### src/rtl/cnn_pkg.sv
// Shared defaults, derived sizes and FSM encoding for the CNN window generator.
package cnn_pkg;

    localparam int unsigned KX_DEF     = 5;
    localparam int unsigned KY_DEF     = 5;
    localparam int unsigned I_F_BW_DEF = 8;
    localparam int unsigned IMG_W_DEF  = 28;
    localparam int unsigned IMG_H_DEF  = 28;

    localparam int unsigned ROW_W = $clog2(IMG_H_DEF);
    localparam int unsigned COL_W = $clog2(IMG_W_DEF);
    localparam int unsigned OUT_W = IMG_W_DEF - KX_DEF + 1;
    localparam int unsigned OUT_H = IMG_H_DEF - KY_DEF + 1;

    typedef enum logic [0:0] {
        S_FILL = 1'b0,
        S_RUN  = 1'b1
    } state_e;

endpackage

### src/rtl/cnn_line_buffer.sv
// Single-line delay: data_o is the sample written DEPTH enables ago.
module cnn_line_buffer
    import cnn_pkg::*;
#(
    parameter int unsigned DEPTH = IMG_W_DEF,
    parameter int unsigned WIDTH = I_F_BW_DEF
) (
    input  logic             clk,
    input  logic             en_i,
    input  logic [WIDTH-1:0] data_i,
    output logic [WIDTH-1:0] data_o
);

    // Contents are don't-care after reset, so the delay line carries no reset.
    logic [WIDTH-1:0] mem_q [DEPTH];

    // Shift the whole line by one position per accepted pixel.
    always_ff @(posedge clk) begin
        if (en_i) begin
            mem_q[0] <= data_i;
            for (int i = 1; i < int'(DEPTH); i++) begin
                mem_q[i] <= mem_q[i-1];
            end
        end
    end

    assign data_o = mem_q[DEPTH-1];

endmodule

### src/rtl/cnn_window_gen.sv
// Streaming KY x KX sliding-window generator (valid convolution, stride 1).
module cnn_window_gen
    import cnn_pkg::*;
#(
    parameter int unsigned KX     = KX_DEF,
    parameter int unsigned KY     = KY_DEF,
    parameter int unsigned I_F_BW = I_F_BW_DEF,
    parameter int unsigned IMG_W  = IMG_W_DEF,
    parameter int unsigned IMG_H  = IMG_H_DEF
) (
    input  logic                       clk,
    input  logic                       reset,
    input  logic                       i_in_valid,
    input  logic [I_F_BW-1:0]          i_in_pixel,
    output logic                       o_ot_valid,
    output logic [KX*KY*I_F_BW-1:0]    o_ot_fmap,
    output logic [$clog2(IMG_H)-1:0]   o_ot_row,
    output logic [$clog2(IMG_W)-1:0]   o_ot_col,
    output logic                       o_frame_done
);

    localparam int unsigned ROW_BW = $clog2(IMG_H);
    localparam int unsigned COL_BW = $clog2(IMG_W);
    localparam int unsigned FMAP_W = KX * KY * I_F_BW;

    localparam logic [ROW_BW-1:0] ROW_LAST = ROW_BW'(IMG_H - 1);
    localparam logic [ROW_BW-1:0] ROW_WIN0 = ROW_BW'(KY - 1);
    localparam logic [COL_BW-1:0] COL_LAST = COL_BW'(IMG_W - 1);
    localparam logic [COL_BW-1:0] COL_WIN0 = COL_BW'(KX - 1);

    // lb_tap[0] is one line above the incoming pixel, lb_tap[KY-2] the oldest line.
    logic [I_F_BW-1:0] lb_tap [KY-1];

    for (genvar g = 0; g < int'(KY) - 1; g++) begin : g_lb
        if (g == 0) begin : g_first
            cnn_line_buffer #(.DEPTH(IMG_W), .WIDTH(I_F_BW)) u_lb (
                .clk    (clk),
                .en_i   (i_in_valid),
                .data_i (i_in_pixel),
                .data_o (lb_tap[g])
            );
        end else begin : g_next
            cnn_line_buffer #(.DEPTH(IMG_W), .WIDTH(I_F_BW)) u_lb (
                .clk    (clk),
                .en_i   (i_in_valid),
                .data_i (lb_tap[g-1]),
                .data_o (lb_tap[g])
            );
        end
    end

    logic [I_F_BW-1:0] win_q [KY][KX];
    logic [I_F_BW-1:0] win_d [KY][KX];
    logic [FMAP_W-1:0] win_flat;

    state_e            state_q, state_d;
    logic [ROW_BW-1:0] row_q, row_d;
    logic [COL_BW-1:0] col_q, col_d;
    logic              win_ok, frame_end;

    logic              valid_q, done_q;
    logic [FMAP_W-1:0] fmap_q;
    logic [ROW_BW-1:0] orow_q;
    logic [COL_BW-1:0] ocol_q;

    // Window shifted left by one with the new column entering on the right.
    always_comb begin
        win_d    = win_q;
        win_flat = '0;
        for (int k = 0; k < int'(KY); k++) begin
            for (int j = 0; j < int'(KX) - 1; j++) begin
                win_d[k][j] = win_q[k][j+1];
            end
        end
        for (int k = 0; k < int'(KY) - 1; k++) begin
            win_d[k][KX-1] = lb_tap[int'(KY) - 2 - k];
        end
        win_d[KY-1][KX-1] = i_in_pixel;
        for (int k = 0; k < int'(KY); k++) begin
            for (int j = 0; j < int'(KX); j++) begin
                win_flat[(k*int'(KX)+j)*int'(I_F_BW) +: I_F_BW] = win_d[k][j];
            end
        end
    end

    // Raster counters, frame-phase FSM and output gating.
    always_comb begin
        state_d   = state_q;
        row_d     = row_q;
        col_d     = col_q;
        frame_end = i_in_valid && (col_q == COL_LAST) && (row_q == ROW_LAST);
        // Counter gate alone excludes fill rows and stale columns of the previous row.
        win_ok    = i_in_valid && (row_q >= ROW_WIN0) && (col_q >= COL_WIN0);
        if (i_in_valid) begin
            if (col_q == COL_LAST) begin
                col_d = '0;
                row_d = (row_q == ROW_LAST) ? '0 : row_q + ROW_BW'(1);
                unique case (state_q)
                    S_FILL: if (row_q == ROW_WIN0 && row_q != ROW_LAST) state_d = S_RUN;
                    S_RUN:  if (row_q == ROW_LAST) state_d = S_FILL;
                    default: state_d = S_FILL;
                endcase
            end else begin
                col_d = col_q + COL_BW'(1);
            end
        end
    end

    // State and registered outputs; window fields hold while no window is emitted.
    always_ff @(posedge clk) begin
        if (reset) begin
            state_q <= S_FILL;
            row_q   <= '0;
            col_q   <= '0;
            win_q   <= '{default: '0};
            valid_q <= 1'b0;
            done_q  <= 1'b0;
            fmap_q  <= '0;
            orow_q  <= '0;
            ocol_q  <= '0;
        end else begin
            valid_q <= win_ok;
            done_q  <= frame_end;
            if (i_in_valid) begin
                state_q <= state_d;
                row_q   <= row_d;
                col_q   <= col_d;
                win_q   <= win_d;
            end
            if (win_ok) begin
                fmap_q <= win_flat;
                orow_q <= row_q - ROW_WIN0;
                ocol_q <= col_q - COL_WIN0;
            end
        end
    end

    assign o_ot_valid   = valid_q;
    assign o_ot_fmap    = fmap_q;
    assign o_ot_row     = orow_q;
    assign o_ot_col     = ocol_q;
    assign o_frame_done = done_q;

endmodule

### config.mk
export PLATFORM = sky130hd
export DESIGN_NAME = cnn_window_gen
export DESIGN_NICKNAME = d
export VERILOG_FILES = /design/src/rtl/cnn_pkg.sv /design/src/rtl/cnn_line_buffer.sv /design/src/rtl/cnn_window_gen.sv
export SDC_FILE = /design/constraint.sdc
export NUM_CORES = 1
export LEC_CHECK = 0
export CAP_MARGIN = 0
export CORE_ASPECT_RATIO = 1.1
export CORE_MARGIN = 3
export CORE_UTILIZATION = 25
export DETAILED_ROUTE_END_ITERATION = 10
export GPL_TIMING_DRIVEN = 0
export PLACE_DENSITY = 0.49
export SYNTH_ARGS = -nofsm -noshare
export SYNTH_HDL_FRONTEND = slang
export SYNTH_SLANG_ARGS = --single-unit
### constraint.sdc
create_clock -name clk -period 2.3 [get_ports clk]
set_input_delay 0.46 -clock clk [delete_from_list [all_inputs] [get_ports clk]]
set_output_delay 0.46 -clock clk [all_outputs]
set_load 0.01 [all_outputs]
# Yosys cells after proc, flatten, opt, wreduce, memory -nomap -nowiden
# Memories as Yosys holds them, arrays and structs flattened.
# Index checks and enable logic that the tools add are counted.
[word_totals]
reg_bits = 382
ramBits = 896
inputBits = 11
n_memories = 4
[classes]
addsub = 4
magnitude_cmp = 2
n_eq_ne = 2
n_mux = 4
reduce_logical = 5
[memory_table]
columns = ["memory", "depth", "word_bits", "rd", "rd_clocked_by_memory_dff", "wr", "line_no", "rtl"]
rows = [
  ["g_lb[0].g_first.u_lb.mem_q", 28, 8, 28, 0, 28, "cnn_line_buffer.sv:15", "logic [WIDTH-1:0] mem_q [DEPTH];"],
  ["g_lb[1].g_next.u_lb.mem_q", 28, 8, 28, 0, 28, "cnn_line_buffer.sv:15", ""],
  ["g_lb[2].g_next.u_lb.mem_q", 28, 8, 28, 0, 28, "cnn_line_buffer.sv:15", ""],
  ["g_lb[3].g_next.u_lb.mem_q", 28, 8, 28, 0, 28, "cnn_line_buffer.sv:15", ""],
]
[op_table]
columns = ["op", "count"]
rows = [
  ["5-bit by 1-bit adder with 5-bit output, second input constant", 2],
  ["5-bit equality test, second input constant", 2],
  ["5-bit by 3-bit greater-or-equal comparator with 1-bit output, second input constant", 2],
  ["5-bit two-way mux", 2],
  ["5-bit by 3-bit subtractor with 5-bit output, second input constant", 2],
  ["1-bit logical AND", 4],
  ["1-bit two-way mux", 2],
  ["2-bit AND reduction", 1],
]

# Depth between registers and ports, before layout
[depth]
depth_word = 3
mapped_depth = 9

# Modules after synthesis
# A second synthesis with hierarchy kept.
[unflattened]
cells_unflattened = 2430
area_unflattened_um2 = 40759.1
[by_module_without_submodules]
columns = ["module", "n_inst", "cells_per_inst", "area_each_um2"]
rows = [
  ["cnn_line_buffer", 4, 232, 6786.5],
  ["cnn_window_gen", 1, 1502, 13613.1],
]

# Worst setup path after synthesis
# Ideal clock, no wire load.
[synth_timing]
path_type = "register to register"
start = "reg col_q[3]"
end = "reg fmap_q[100] (netlist: o_ot_fmap[100])"
setup_time_ns = 0.069
t_arrival_ns = 1.810
required_ns = 2.231
slack_ns = 0.421
path_stages_with_launch = 10
path_buffers = 3
cell_sequence = "dfxtp_1 > inv_1 > ha_1 > a2111oi_4 > or3b_1 > buf_4 > buf_12 > buf_6 > nand2_2 > a21oi_2"
[synth_between]
elab_chain_cells = 2
[synth_lines]
columns = ["item", "line_no", "rtl"]
rows = [
  ["from (decl)", "cnn_window_gen.sv:58", "logic [COL_BW-1:0] col_q, col_d;"],
  ["from (signal assigned)", "cnn_window_gen.sv:127", "col_q <= col_d;"],
  ["5-bit by 3-bit greater-or-equal comparator with 1-bit output", "cnn_window_gen.sv:93", "win_ok = i_in_valid && (row_q >= ROW_WIN0) && (col_q >= COL_WIN0);"],
  ["1-bit logical AND", "cnn_window_gen.sv:93", ""],
  ["to (signal assigned)", "cnn_window_gen.sv:131", "fmap_q <= win_flat;"],
  ["to (decl)", "cnn_window_gen.sv:62", "logic [FMAP_W-1:0] fmap_q;"],
]
# Every way passes these cells.
# A chain may end at the register's enable or synchronous reset.

# Worst setup path in the final report
[layout_timing]
start = "reg fmap_q[92] (netlist: o_ot_fmap[92])"
end = "out o_ot_fmap[92]"
[layout_rtl]
columns = ["item", "line_no", "rtl"]
rows = [
  ["to (decl)", "cnn_window_gen.sv:16", "output logic [KX*KY*I_F_BW-1:0] o_ot_fmap,"],
]
# No word-level cell between the ends.

==> metrics.md <==
| Metric | Value |
|---|---|
| Share of flip-flops with an asynchronous set or reset | `0%` |
| CTS clk-pin slew, worst paths | `around 0.06 ns` |
| Reg-to-reg critical path endpoint | `o_ot_fmap[137]$_SDFFE_PP0P_` |
| End of the worst hold path | `g_lb[1].g_next.u_lb.mem_q[0][2]$_DFFE_PP_` |
| Relative slew slack | `approximately 18%` |
| Crit end category | `output pin` |
| Yosys top cell area share | `about two thirds` |
| WHS Path Cells | `1` |
| RSZ-0062 raised after global routing | `false` |
| CP Data Required Time | `1.84 ns` |
| 1st-iter DRT viols | `1543` |
| # clock sinks | `between 1000 and 1500` |
| Int Pwr | `38.33 mW` |
| Critical path's slowest cell | `clkdlybuf4s50_1` |
| Worst r2r src | `col_q[0]$_SDFFE_PP0P_` |
| WP buf/inv | `1` |
| Sw frac | `20.15%` |
| Yosys top cell by area | `edfxtp_1` |
| Setup bufs post-CTS | `0` |
| Share of cells above drive strength 1 | `10.19%` |
| Initial core utilization | `roughly a quarter` |
| Register area share after synthesis | `between 80% and 90%` |
| Post-place instance area | `between 40000 and 50000 µm²` |
| Clock group share of total power | `43.9%` |
| TritonCTS clock tree | `yes` |
| Initial antenna violation count | `6` |
| Post-synthesis cell type count | `30` |
| Syn. warnings | `0` |
| Number of synthesized register bits | `1278` |
| Lkg Pwr | `~17 nW` |
| Worst reg-to-reg path cell count | `9` |
| Area of the multi-input gates | `between 5000 and 6000 µm²` |
| Top Family by Delay on Critical Path | `buffers and inverters` |
| HP Class | `primary input to flip-flop` |
| Clk Latency, worst-skew pair | `0.74 ns` |
| Wirelength, routed | `87110 µm` |
| Vias in the first global route | `a little under 20000` |
| Core ar. | `160500 µm²` |
| Seq pwr share | `54.3%` |
| WP data arrival | `~1.8 ns` |
| FMAX | `between 400 and 500 MHz` |
| CP Class | `flip-flop to output pin` |
| Combinational Power Share | `under 10%` |
| Largest net degree at the start of global routing | `131` |
| Switching pwr | `about 9.7 mW` |
| Fin crit share | `approximately 96%` |
| # rows | `roughly 150` |
| Die ar. | `between 150000 and 200000 µm²` |
| Min Tclk post-route | `roughly 2.2 ns` |
| Number of cells on the critical path | `1` |
| DR pass1 iterations | `5` |
| Post-Syn Area | `between 40000 and 50000 µm²` |
| EDFF count, synth | `896` |
| Hold wc startpoint | `i_in_valid` |
| P&R area growth vs syn | `23.57%` |
| Global-route wire length before repair | `roughly 130000 µm` |
| # setup viols final | `0` |
| DIE WIDTH | `~400 µm` |
| Via count | `19918` |
| CTS buffer count | `around 130` |
| GRT Total Usage | `10.28%` |
| RD Place Congestion | `0.7605` |
| Clock Skew | `between 0.02 and 0.03 ns` |
| IO Port Bufs | `221` |
| Slew at the pin with the worst max-slew slack | `around 1.2 ns` |
| Power, Total | `48.00 mW` |
| Outcome | `finished, final reports clean` |
| Routed WL per cell | `approximately 17 µm` |
| Dpl hpwl | `approximately 56000 µm` |
| Final-stage net count | `2788` |
| Mapped Nets | `~2400` |
| Worst-case clock buffer depth | `3` |
| Io pins | `approximately 220` |
| Max Cap Viol | `0` |
| Cells after synthesis | `2398` |
| Top FF cell, synth | `edfxtp_1` |
| Design area | `approximately 50000 µm²` |
| Top area cells in the synthesized netlist | `edfxtp_1 66%, dfxtp_1 19%, mux2i_1 4.0%` |
| H-tree levels | `4` |
| Launching element type of the critical path | `flip-flop` |
| CP peak stage delay | `0.58 ns` |
| Die height | `428.2 µm` |
| Peak supply drop | `between 500 and 600 µV` |
| Reg2reg setup slack | `~0.2 ns` |
| P per Cell Area | `roughly 960 nW/µm²` |
| Drt via density | `about 4.0` |
| CP cell instances | `clkdlybuf4s50_1` |
| Final Max Tran Viols | `0` |
| Root buffer selected by CTS | `clkbuf_16` |
| Avg Inst Size Synth | `between 15 and 20 µm²` |
| Fillers | `between 15000 and 20000` |
| Final hold vios | `0` |
| CP max FO | `2` |
| ANT nets after route | `0` |
| GR Overflow Total | `0` |
| DRC Markers | `0` |
| Register area | `approximately 35000 µm²` |
-- synthesized netlist by cell type (9+ instances only) --
cell type  instances
nor2_1           174
buf_2             41
a21oi_2           10
nand2_1          403
a21oi_1          199
clkbuf_1          51
edfxtp_1         896
mux2i_1          161
dfxtp_1          382
nand2_2           10
ha_1              12
buf_6             16
inv_1              9
-- routing by layer --
layer  global-route usage (%)  vias up  part of all wire, %  routed length [µm]
met5                        0        -                    0                   0
met4                    3.255        0                  1.9                1636
met3                    3.094      116                  6.6                5778
met2                    14.28      468                   42               36570
met1                    15.23     9990                   50               43130
li1                         -     9344                    -                   -
-- cell families after synthesis --
family / after synthesis / share of synthesized area, %
DFF: 1278 / 85.28
and+or+nand+nor: 602 / 5.744
xor gates and xnor gates: 5 / 0.1081
muxes: 161 / 3.977
buffers and inverters: 119 / 1.575
adders and majority gates: 12 / 0.3705
AOI/OAI and AO/OA: 221 / 2.949
-- flip-flops by register name, summed over array words and instances (netlist names) --
| name | count |
|---|---|
| col_q | 5 |
| o_ot_fmap | 200 |
| win_d | 160 |
| g_lb.g_next.u_lb.mem_q | 672 |
| g_lb.g_first.u_lb.mem_q | 224 |
| o_ot_row | 5 |
| o_ot_valid | 1 |
| o_ot_col | 5 |
| o_frame_done | 1 |
| row_q | 5 |
-- cell type report --
cell class | count | area share, %
sequential | 1278 | 69.03
multi-input combinational | 1001 | 10.64
clock buffer | 192 | 7.627
tap | 2106 | 5.263
timing repair buffer | 232 | 5.023
buffer | 109 | 1.347
clock inverter | 54 | 0.9946
inverter | 9 | 0.06747
antenna | 2 | 0.009996
-- worst max-delay path by stage --
stage	start	to
floorplan	col_q[3]$_SDFFE_PP0P_	o_ot_fmap[100]$_SDFFE_PP0P_
global placement	i_in_valid	win_d[197]$_SDFFE_PP0P_
detailed placement	i_in_valid	win_d[198]$_SDFFE_PP0P_
CTS	o_ot_fmap[110]$_SDFFE_PP0P_	o_ot_fmap[110]
global route	o_ot_fmap[3]$_SDFFE_PP0P_	o_ot_fmap[3]
finish	o_ot_fmap[92]$_SDFFE_PP0P_	o_ot_fmap[92]
-- timing repair --
item / CTS / global route
setup endpoints to repair: 397 / 220
hold buffers: 0 / 0
pin swaps: 0 / 1
gates resized for setup: 47 / 28
gates cloned: 3 / 1
-- power by group through the flow --
stage / clock network [mW] / logic, mW / registers, mW
floorplan: 0 / 0.324 / 26.4
global placement: 0 / 0.627 / 26.7
detailed placement: 0 / 0.856 / 26.6
CTS: 21.9 / 0.888 / 26.1
global route: 22.8 / 0.957 / 26.1
finish: 21.1 / 0.861 / 26.1
-- per-stage QoR --
stage	setup TNS (ns)	setup WS (ns)	hold slack [ns]	cells	util, %
after floorplan	0	0.4213	0.4003	2398	-
after global placement	-	-29.72	0.4003	4725	28.26
after detailed placement	-713.33	-2.063	0.4045	4732	28.39
after CTS	0	0.0007251	0.05446	4981	31.14
after global routing	0	0.01633	0.07005	4981	31.19
final	0	0.09138	0.1154	4983	31.19
-- cells in the final DEF, fill, tap and decap left out, types with 26 or more instances in the layout --
cell type	synthesis	layout
a21oi_1	199	199
buf_2	41	26
clkbuf_1	51	84
clkbuf_16	0	141
clkdlybuf4s50_1	0	187
dfxtp_1	382	375
dlygate4sd2_1	0	28
edfxtp_1	896	896
mux2i_1	161	161
nand2_1	403	403
nor2_1	174	174
Note: power is estimated with default switching activity, not from simulation.
